<file path="src/rtl/mem_access_unit.sv">
// MEM stage: drives a variable-latency data memory over req/ack, stalls upstream
// while an access is outstanding, and holds the MEM/WB pipeline register.
module mem_access_unit #(
  parameter int TIMEOUT_CYCLES = 16,
  parameter int CNT_W          = 8
) (
  input  logic        clk_i,
  input  logic        rst_i,
  input  logic        MemtoReg_i,
  input  logic        RegWrite_i,
  input  logic        MemRead_i,
  input  logic        MemWrite_i,
  input  logic [31:0] Result_i,
  input  logic [31:0] Data_i,
  input  logic [4:0]  RD_i,
  output logic        stall_o,
  output logic        mem_req_o,
  output logic        mem_we_o,
  output logic [31:0] mem_addr_o,
  output logic [31:0] mem_wdata_o,
  input  logic        mem_ack_i,
  input  logic [31:0] mem_rdata_i,
  output logic        err_o,
  output logic        MemtoReg_o,
  output logic        RegWrite_o,
  output logic [31:0] ReadData_o,
  output logic [31:0] Result_o,
  output logic [4:0]  RD_o
);

  typedef enum logic {IDLE, BUSY} state_t;

  localparam bit              TO_EN   = (TIMEOUT_CYCLES != 0);
  localparam logic [CNT_W-1:0] TO_LAST = CNT_W'(TO_EN ? TIMEOUT_CYCLES - 1 : 0);

  state_t            state_reg, state_next;
  logic [CNT_W-1:0]  cnt_reg, cnt_next;
  logic              req_reg, req_next;
  logic              we_reg, we_next;
  logic [31:0]       addr_reg, addr_next;
  logic [31:0]       wdata_reg, wdata_next;
  logic              err_reg, err_next;
  // instruction fields parked while the access is in flight
  logic              lat_mtr_reg, lat_mtr_next;
  logic              lat_rw_reg, lat_rw_next;
  logic [4:0]        lat_rd_reg, lat_rd_next;
  logic [31:0]       lat_res_reg, lat_res_next;
  logic              wb_mtr_reg, wb_mtr_next;
  logic              wb_rw_reg, wb_rw_next;
  logic [4:0]        wb_rd_reg, wb_rd_next;
  logic [31:0]       wb_res_reg, wb_res_next;
  logic [31:0]       wb_rdata_reg, wb_rdata_next;

  logic memop, misaligned, timeout;

  assign memop      = MemRead_i | MemWrite_i;
  assign misaligned = (Result_i[1:0] != 2'b00);
  assign timeout    = TO_EN && (cnt_reg == TO_LAST);

  always_ff @(posedge clk_i or negedge rst_i) begin
    if (!rst_i) begin
      state_reg    <= IDLE;
      cnt_reg      <= '0;
      req_reg      <= 1'b0;
      we_reg       <= 1'b0;
      addr_reg     <= '0;
      wdata_reg    <= '0;
      err_reg      <= 1'b0;
      lat_mtr_reg  <= 1'b0;
      lat_rw_reg   <= 1'b0;
      lat_rd_reg   <= '0;
      lat_res_reg  <= '0;
      wb_mtr_reg   <= 1'b0;
      wb_rw_reg    <= 1'b0;
      wb_rd_reg    <= '0;
      wb_res_reg   <= '0;
      wb_rdata_reg <= '0;
    end else begin
      state_reg    <= state_next;
      cnt_reg      <= cnt_next;
      req_reg      <= req_next;
      we_reg       <= we_next;
      addr_reg     <= addr_next;
      wdata_reg    <= wdata_next;
      err_reg      <= err_next;
      lat_mtr_reg  <= lat_mtr_next;
      lat_rw_reg   <= lat_rw_next;
      lat_rd_reg   <= lat_rd_next;
      lat_res_reg  <= lat_res_next;
      wb_mtr_reg   <= wb_mtr_next;
      wb_rw_reg    <= wb_rw_next;
      wb_rd_reg    <= wb_rd_next;
      wb_res_reg   <= wb_res_next;
      wb_rdata_reg <= wb_rdata_next;
    end
  end

  always_comb begin
    state_next    = state_reg;
    cnt_next      = cnt_reg;
    req_next      = req_reg;
    we_next       = we_reg;
    addr_next     = addr_reg;
    wdata_next    = wdata_reg;
    lat_mtr_next  = lat_mtr_reg;
    lat_rw_next   = lat_rw_reg;
    lat_rd_next   = lat_rd_reg;
    lat_res_next  = lat_res_reg;
    err_next      = 1'b0;
    // MEM/WB defaults to a bubble; only retiring instructions overwrite it
    wb_mtr_next   = 1'b0;
    wb_rw_next    = 1'b0;
    wb_rd_next    = '0;
    wb_res_next   = '0;
    wb_rdata_next = '0;
    stall_o       = 1'b0;

    case (state_reg)
      IDLE: begin
        if (!memop) begin
          wb_mtr_next = MemtoReg_i;
          wb_rw_next  = RegWrite_i;
          wb_rd_next  = RD_i;
          wb_res_next = Result_i;
        end else if (misaligned) begin
          err_next    = 1'b1;
          wb_res_next = Result_i;
        end else begin
          stall_o      = 1'b1;
          req_next     = 1'b1;
          we_next      = ~MemRead_i;
          addr_next    = Result_i;
          wdata_next   = Data_i;
          lat_mtr_next = MemtoReg_i;
          lat_rw_next  = RegWrite_i;
          lat_rd_next  = RD_i;
          lat_res_next = Result_i;
          cnt_next     = '0;
          state_next   = BUSY;
        end
      end
      BUSY: begin
        if (mem_ack_i) begin
          req_next      = 1'b0;
          wb_mtr_next   = lat_mtr_reg;
          wb_rw_next    = lat_rw_reg;
          wb_rd_next    = lat_rd_reg;
          wb_res_next   = lat_res_reg;
          wb_rdata_next = we_reg ? 32'h0 : mem_rdata_i;
          state_next    = IDLE;
        end else if (timeout) begin
          req_next   = 1'b0;
          err_next   = 1'b1;
          state_next = IDLE;
        end else begin
          stall_o  = 1'b1;
          cnt_next = cnt_reg + 1'b1;
        end
      end
      default: state_next = IDLE;
    endcase
  end

  assign mem_req_o   = req_reg;
  assign mem_we_o    = we_reg;
  assign mem_addr_o  = addr_reg;
  assign mem_wdata_o = wdata_reg;
  assign err_o       = err_reg;
  assign MemtoReg_o  = wb_mtr_reg;
  assign RegWrite_o  = wb_rw_reg;
  assign RD_o        = wb_rd_reg;
  assign Result_o    = wb_res_reg;
  assign ReadData_o  = wb_rdata_reg;

endmodule

</file>
<file path="config.mk">
export PLATFORM = sky130hd
export DESIGN_NAME = mem_access_unit
export DESIGN_NICKNAME = d
export VERILOG_FILES = /design/src/rtl/mem_access_unit.sv
export SDC_FILE = /design/constraint.sdc
export NUM_CORES = 1
export LEC_CHECK = 0
export ABC_AREA = 1
export ABC_CLOCK_PERIOD_IN_PS = 2350
export CORE_MARGIN = 1
export CORE_UTILIZATION = 43
export DETAILED_ROUTE_END_ITERATION = 10
export HOLD_SLACK_MARGIN = 0.03
export PLACE_DENSITY = 0.91
export SLEW_MARGIN = 20
export SYNTH_ARGS = -nofsm -noshare
export SYNTH_HDL_FRONTEND = slang
export SYNTH_SLANG_ARGS = --single-unit
</file>
<file path="constraint.sdc">
create_clock -name clk_i -period 2.35 [get_ports clk_i]
set_clock_uncertainty 0.15 [all_clocks]
set_input_delay 0.705 -clock clk_i [delete_from_list [all_inputs] [get_ports clk_i]]
set_output_delay 0.705 -clock clk_i [all_outputs]
set_load 0.1 [all_outputs]
</file>
Word-level counts from Yosys, hierarchy flattened
Cells that the tools add are included.
{"block": "totals", "register_bits": 154, "inputBits": 108, "out_inout_bits": 139, "wordCells": 66}
{"block": "classes", "n_addsub": 1, "n_eq_ne": 6, "muxes": 36, "n_bitwise": 4, "reduce_logical": 4}
{"operator": "$mux W32", "count": 6}
{"operator": "$pmux W32 S2", "count": 1}
{"operator": "$mux W8", "count": 4}
{"operator": "$mux W1", "count": 16}
{"operator": "$pmux W8 S2", "count": 1}
{"operator": "$mux W5", "count": 2}
{"operator": "$pmux W1 S2", "count": 5}
{"operator": "$pmux W5 S2", "count": 1}
{"operator": "$add A8 B1 Y8 const B", "count": 1}
{"operator": "$eq A8 B4 Y1 const B", "count": 1}
{"operator": "$ne A2 B2 Y1 const B", "count": 4}
{"operator": "$reduce_and A3 Y1", "count": 2}
{"operator": "$reduce_and A4 Y1", "count": 1}
{"operator": "$ne A3 B2 Y1 const B", "count": 1}
{"operator": "$not A1 Y1", "count": 3}
{"operator": "$reduce_bool A2 Y1", "count": 1}
{"operator": "$or A1 B1 Y1", "count": 1}

Longest topological paths before layout
Gate-level depths: netlist (run 1).
{"block": "depth", "ltp_word": 4, "mapped_depth": 9, "mapped_depth_nobuf": 7}

Least setup slack after synthesis (run 1)
Ideal clock, no wire load.
{"block": "synth_path", "kind": "input to output", "start": "input port Result_i[1]", "end": "output port stall_o", "arrival_ps": 1988, "required_time_ps": 1495, "path_slack_ps": -493, "stages": 7, "path_buffers": 2, "path_cell_list": "inv_2 -> nand2_2 -> nor2_8 -> nand2_2 -> buf_6 -> buf_2 -> nand2_1"}
{"block": "synth_via", "elab_chain_cells": 4}
{"item": "start, declared", "line": "13", "source": "input logic [31:0] Result_i,"}
{"item": "$reduce_bool A2 Y1", "line": "57", "source": "assign misaligned = (Result_i[1:0] != 2'b00);"}
{"item": "$mux W1", "line": "125", "source": "end else if (misaligned) begin"}
{"item": "$mux W1", "line": "120", "source": "if (!memop) begin"}
{"item": "$pmux W1 S2", "line": "118", "source": "case (state_reg)"}
{"item": "end, declared", "line": "16", "source": "output logic stall_o,"}
Every way passes these cells.

Worst setup path after layout (run 1)
{"block": "layout_path", "start": "register cnt_reg[0]", "end": "output port stall_o"}
{"block": "layout_via", "elab_chain_cells": 4}
{"item": "start, declared", "line": "37", "source": "logic [CNT_W-1:0] cnt_reg, cnt_next;"}
{"item": "start signal, assigned", "line": "80", "source": "cnt_reg <= cnt_next;"}
{"item": "$eq A8 B4 Y1", "line": "58", "source": "assign timeout = TO_EN && (cnt_reg == TO_LAST);"}
{"item": "$mux W1", "line": "151", "source": "end else if (timeout) begin"}
{"item": "$mux W1", "line": "143", "source": "if (mem_ack_i) begin"}
{"item": "$pmux W1 S2", "line": "118"}
Every way passes these cells.

==> results of run 1 <==
==> worst max path at each step <==
stage / end / cells after the start / from / slack, ns
final: stall_o / 5 / cnt_reg[0] / -0.06
after global routing: stall_o / 5 / cnt_reg[0] / -0.13
after CTS: stall_o / 5 / cnt_reg[1] / -0.04
after detailed placement: stall_o / 6 / MemRead_i / -0.33
after global placement: stall_o / 6 / MemRead_i / -0.29
after floorplan: stall_o / 7 / Result_i[1] / 0.006
==> layout make-up <==
class	count	area share
multi-input combinational	383	0.180
inverter	49	0.0185
timing repair buffer	274	0.327
tap	176	0.0219
clock buffer	20	0.0453
clock inverter	12	0.0240
sequential	154	0.383
==> layout by cell type (no fill, tap or decap), types with 2 or more instances in the layout <==
cell	instances
nand4_1	2
clkdlybuf4s50_1	101
o21ai_1	16
o31ai_1	30
nand2_4	2
clkbuf_8	2
nor2_2	2
inv_1	45
nand2_2	3
nand3_1	40
inv_2	3
buf_12	78
buf_4	88
clkinv_2	3
nor2_1	40
dfrtp_1	153
dlygate4sd2_1	3
o21bai_1	2
clkbuf_16	17
nand2_1	196
bufinv_16	7
o21ai_0	41
==> kinds of logic after synthesis <==
logic type / Yosys count
flip-flops: 154
buffers and inverters: 87
AO/OA/AOI/OAI: 92
AND/OR/NAND/NOR: 290
adder cells (fa/ha/maj): 1
==> power groups by stage <==
stage	combinational, mW	sequential [mW]	clock, mW
after CTS	4.56	3.38	3.23
after global routing	4.68	3.42	3.36
after global placement	4.45	3.38	0
after detailed placement	4.51	3.41	0
final	4.54	3.37	3.19
after floorplan	0.477	5.65	0
==> through the flow <==
step            util  worst slack, ns  std cells  power (mW)  instance area [µm²]
3_5_place_dp   0.690           -0.330       1024        7.92                 9240
5_1_grt        0.752           -0.130       1068        11.5                10100
6_report       0.752          -0.0624       1068        11.1                10100
3_3_place_gp   0.690           -0.292       1024        7.84                 9240
4_1_cts        0.750          -0.0380       1065        11.2                10000
2_1_floorplan      -          0.00627        624        6.13                 6000
==> metal layers <==
layer,vias to the layer above,wire length [µm]
met5,-,0
met4,0,577
met3,43,1260
met2,238,9570
met1,2555,6450
li1,2496,-
==> worst max-delay path, delay by kind of cell (launching register included) <==
kind,cells,cell delay (ns)
simple gates,2,0.16
fa+ha+maj,1,0.17
buf+inv,1,0.16
flops,1,0.39
compound gates,1,0.25
==> repair_timing <==
item,4_1_cts,5_1_grt
endpoints found under the setup margin,1,1
pin swaps,6,3
setup buffers,8,3
gates resized for setup,17,1
endpoints found under the hold margin,20,0
hold buffers,1,0
==> flow_metrics.py, run 1 <==
metrics = {
    "status": {
        "status": "finished, violations left",
        "failed_checks": "setup timing",
    },
    "global_route": {
        "antenna_found_initial": 0,
        "overflow": 0,
        "busiest_layer": "met2",
        "met3_usage": 0.0822,
        "gr-usage-met2": 0.457,
        "grtUsageMet1": 0.288,
        "grt_pass1_vias": 5489,
        "grt_pass1_wl_um": 28400,
        "grt_usage": 0.261,
        "grt_max_degree": 68,
    },
    "placement": {
        "gp_congestion": 0.831,
        "place_hpwl_um": 12000,
        "port_buffers": 246,
    },
    "clocking": {
        "tritoncts": "done",
        "cts_made_buffers": 17,
        "clk_path_buf_depth": 2,
        "htree_levels": 4,
        "clock_latency_ns": 0.41,
        "root_buffer": "clkbuf_16",
        "cts_sinks": 154,
        "path_clk_slew_ns": 0.06,
    },
    "power": {
        "power_frac_clock": 0.288,
        "pwr-share-comb": 0.409,
        "swShare": 0.408,
        "ir_drop_mv": 0.638,
        "power_density_nw_per_um2": 1100,
        "power_frac_seq": 0.304,
        "p_int_mw": 6.58,
        "p_sw_mw": 4.53,
        "leakage_nw": 4.90,
    },
    "final_layout": {
        "regArea_um2": 3850,
        "fillers": 808,
        "drive_gt1_frac": 0.244,
        "synthToLayoutAreaGrowth_pct": 68.6,
        "nets": 988,
        "multi_input_area_um2": 1820,
        "diodes": 0,
    },
    "worst_setup_path": {
        "r2r_cells": 7,
        "worstReg2RegEnd": "cnt_reg[1]",
        "worstPathRequired_ns": 1.49,
        "crit_type": "register to output port",
        "critical_path.max_stage_delay_ns": 0.39,
        "crit_arrival_ns": 1.56,
        "ff2ff_setup_slack_ns": 0.44,
        "worstPathCellList": "ha_4 -> nand3_4 -> o21ai_4 -> nand2_8 -> buf_12",
        "crit_path_end_kind": "output port",
        "cp-start-kind": "register",
        "crit_fanout": 2,
        "crit_slowest_cell": "dfrtp_1",
        "regToRegStartpoint": "state_reg",
    },
    "timing": {
        "slew_headroom": 0.523,
        "setup_tns_ns": -0.0624,
        "timing.hold.ws_ns": 0.337,
        "max_freq_mhz": 415,
        "grt_setup_unrepaired": "yes",
        "setup_viol": 1,
        "worst_slack_ns": -0.0624,
        "post-route-period-util": 1.03,
        "period_minus_slack_ns": 2.41,
        "slew_viol_final": 0,
        "worst_slew_pin_slew_ns": 0.716,
        "hold_viol_final": 0,
    },
    "synthesis": {
        "yosys-mux-area-fraction": 0,
        "synth_nets": 733,
        "synth_cell_types": 25,
        "synth_cells": 624,
        "synth_warnings": 0,
        "avgSynthCellArea_um2": 9.57,
        "synth_top_family_by_area": "simple AND/OR/NAND/NOR gates",
        "synth-simple-area-share": 0.199,
        "ys.flop_type": "dfrtp_1",
        "synth_xor_area_frac": 0,
        "synth_top_area_cell": "dfrtp_1",
        "seq_area_frac_synth": 0.645,
        "synth-adder-area-share": 0.00209,
        "ys_top_cells_by_area": "dfrtp_1, nand2_1, o31ai_1, o21ai_0, nand3_1",
        "synthesis.area_um2": 5970,
        "ys_top_cells_by_count": "nand2_1, dfrtp_1, inv_1",
        "post-synth-top-area-fraction": 0.645,
        "yosysMostFrequentCell": "nand2_1",
        "synth_compound_area_frac": 0.0922,
        "synth_edf_count": 0,
        "async_flop_share": 1.00,
        "ys_ff_latch": 154,
    },
    "hold_path": {
        "worstHoldEndpoint": "lat_rd_reg[4]",
        "hold_class": "register to register",
        "worstHoldStart": "lat_rd_reg[4]",
        "holdPathStages": 2,
    },
    "drt": {
        "wirelength_um": 17900,
        "vias": 5332,
        "dr.pass1.iters": 7,
        "avgViaCountPerCell": 4.99,
        "avgRoutedWirePerCell_um": 16.7,
        "drc": 0,
        "antenna_left": 0,
        "drt_iter0_markers": 459,
    },
    "floorplan": {
        "die_w_um": 120,
        "initial_core_util": 0.446,
        "coreArea_um2": 13400,
        "die_h_um": 120,
        "io_pins": 247,
        "num_rows": 42,
        "dieArea_um2": 14400,
    },
    "flow_run": {
        "max_cap_viol_count": 0,
    },
}
Power figures use the tool's default switching activity.
==> run 2: changes to the inputs <==
--- a/config.mk
+++ b/config.mk
@@ -16,3 +16,4 @@
 export SYNTH_ARGS = -nofsm -noshare
 export SYNTH_HDL_FRONTEND = slang
 export SYNTH_SLANG_ARGS = --single-unit
+export TNS_END_PERCENT = 1
==> results of run 2 <==
Same layout as run 1: the final DEF is identical, and so are final timing and power.
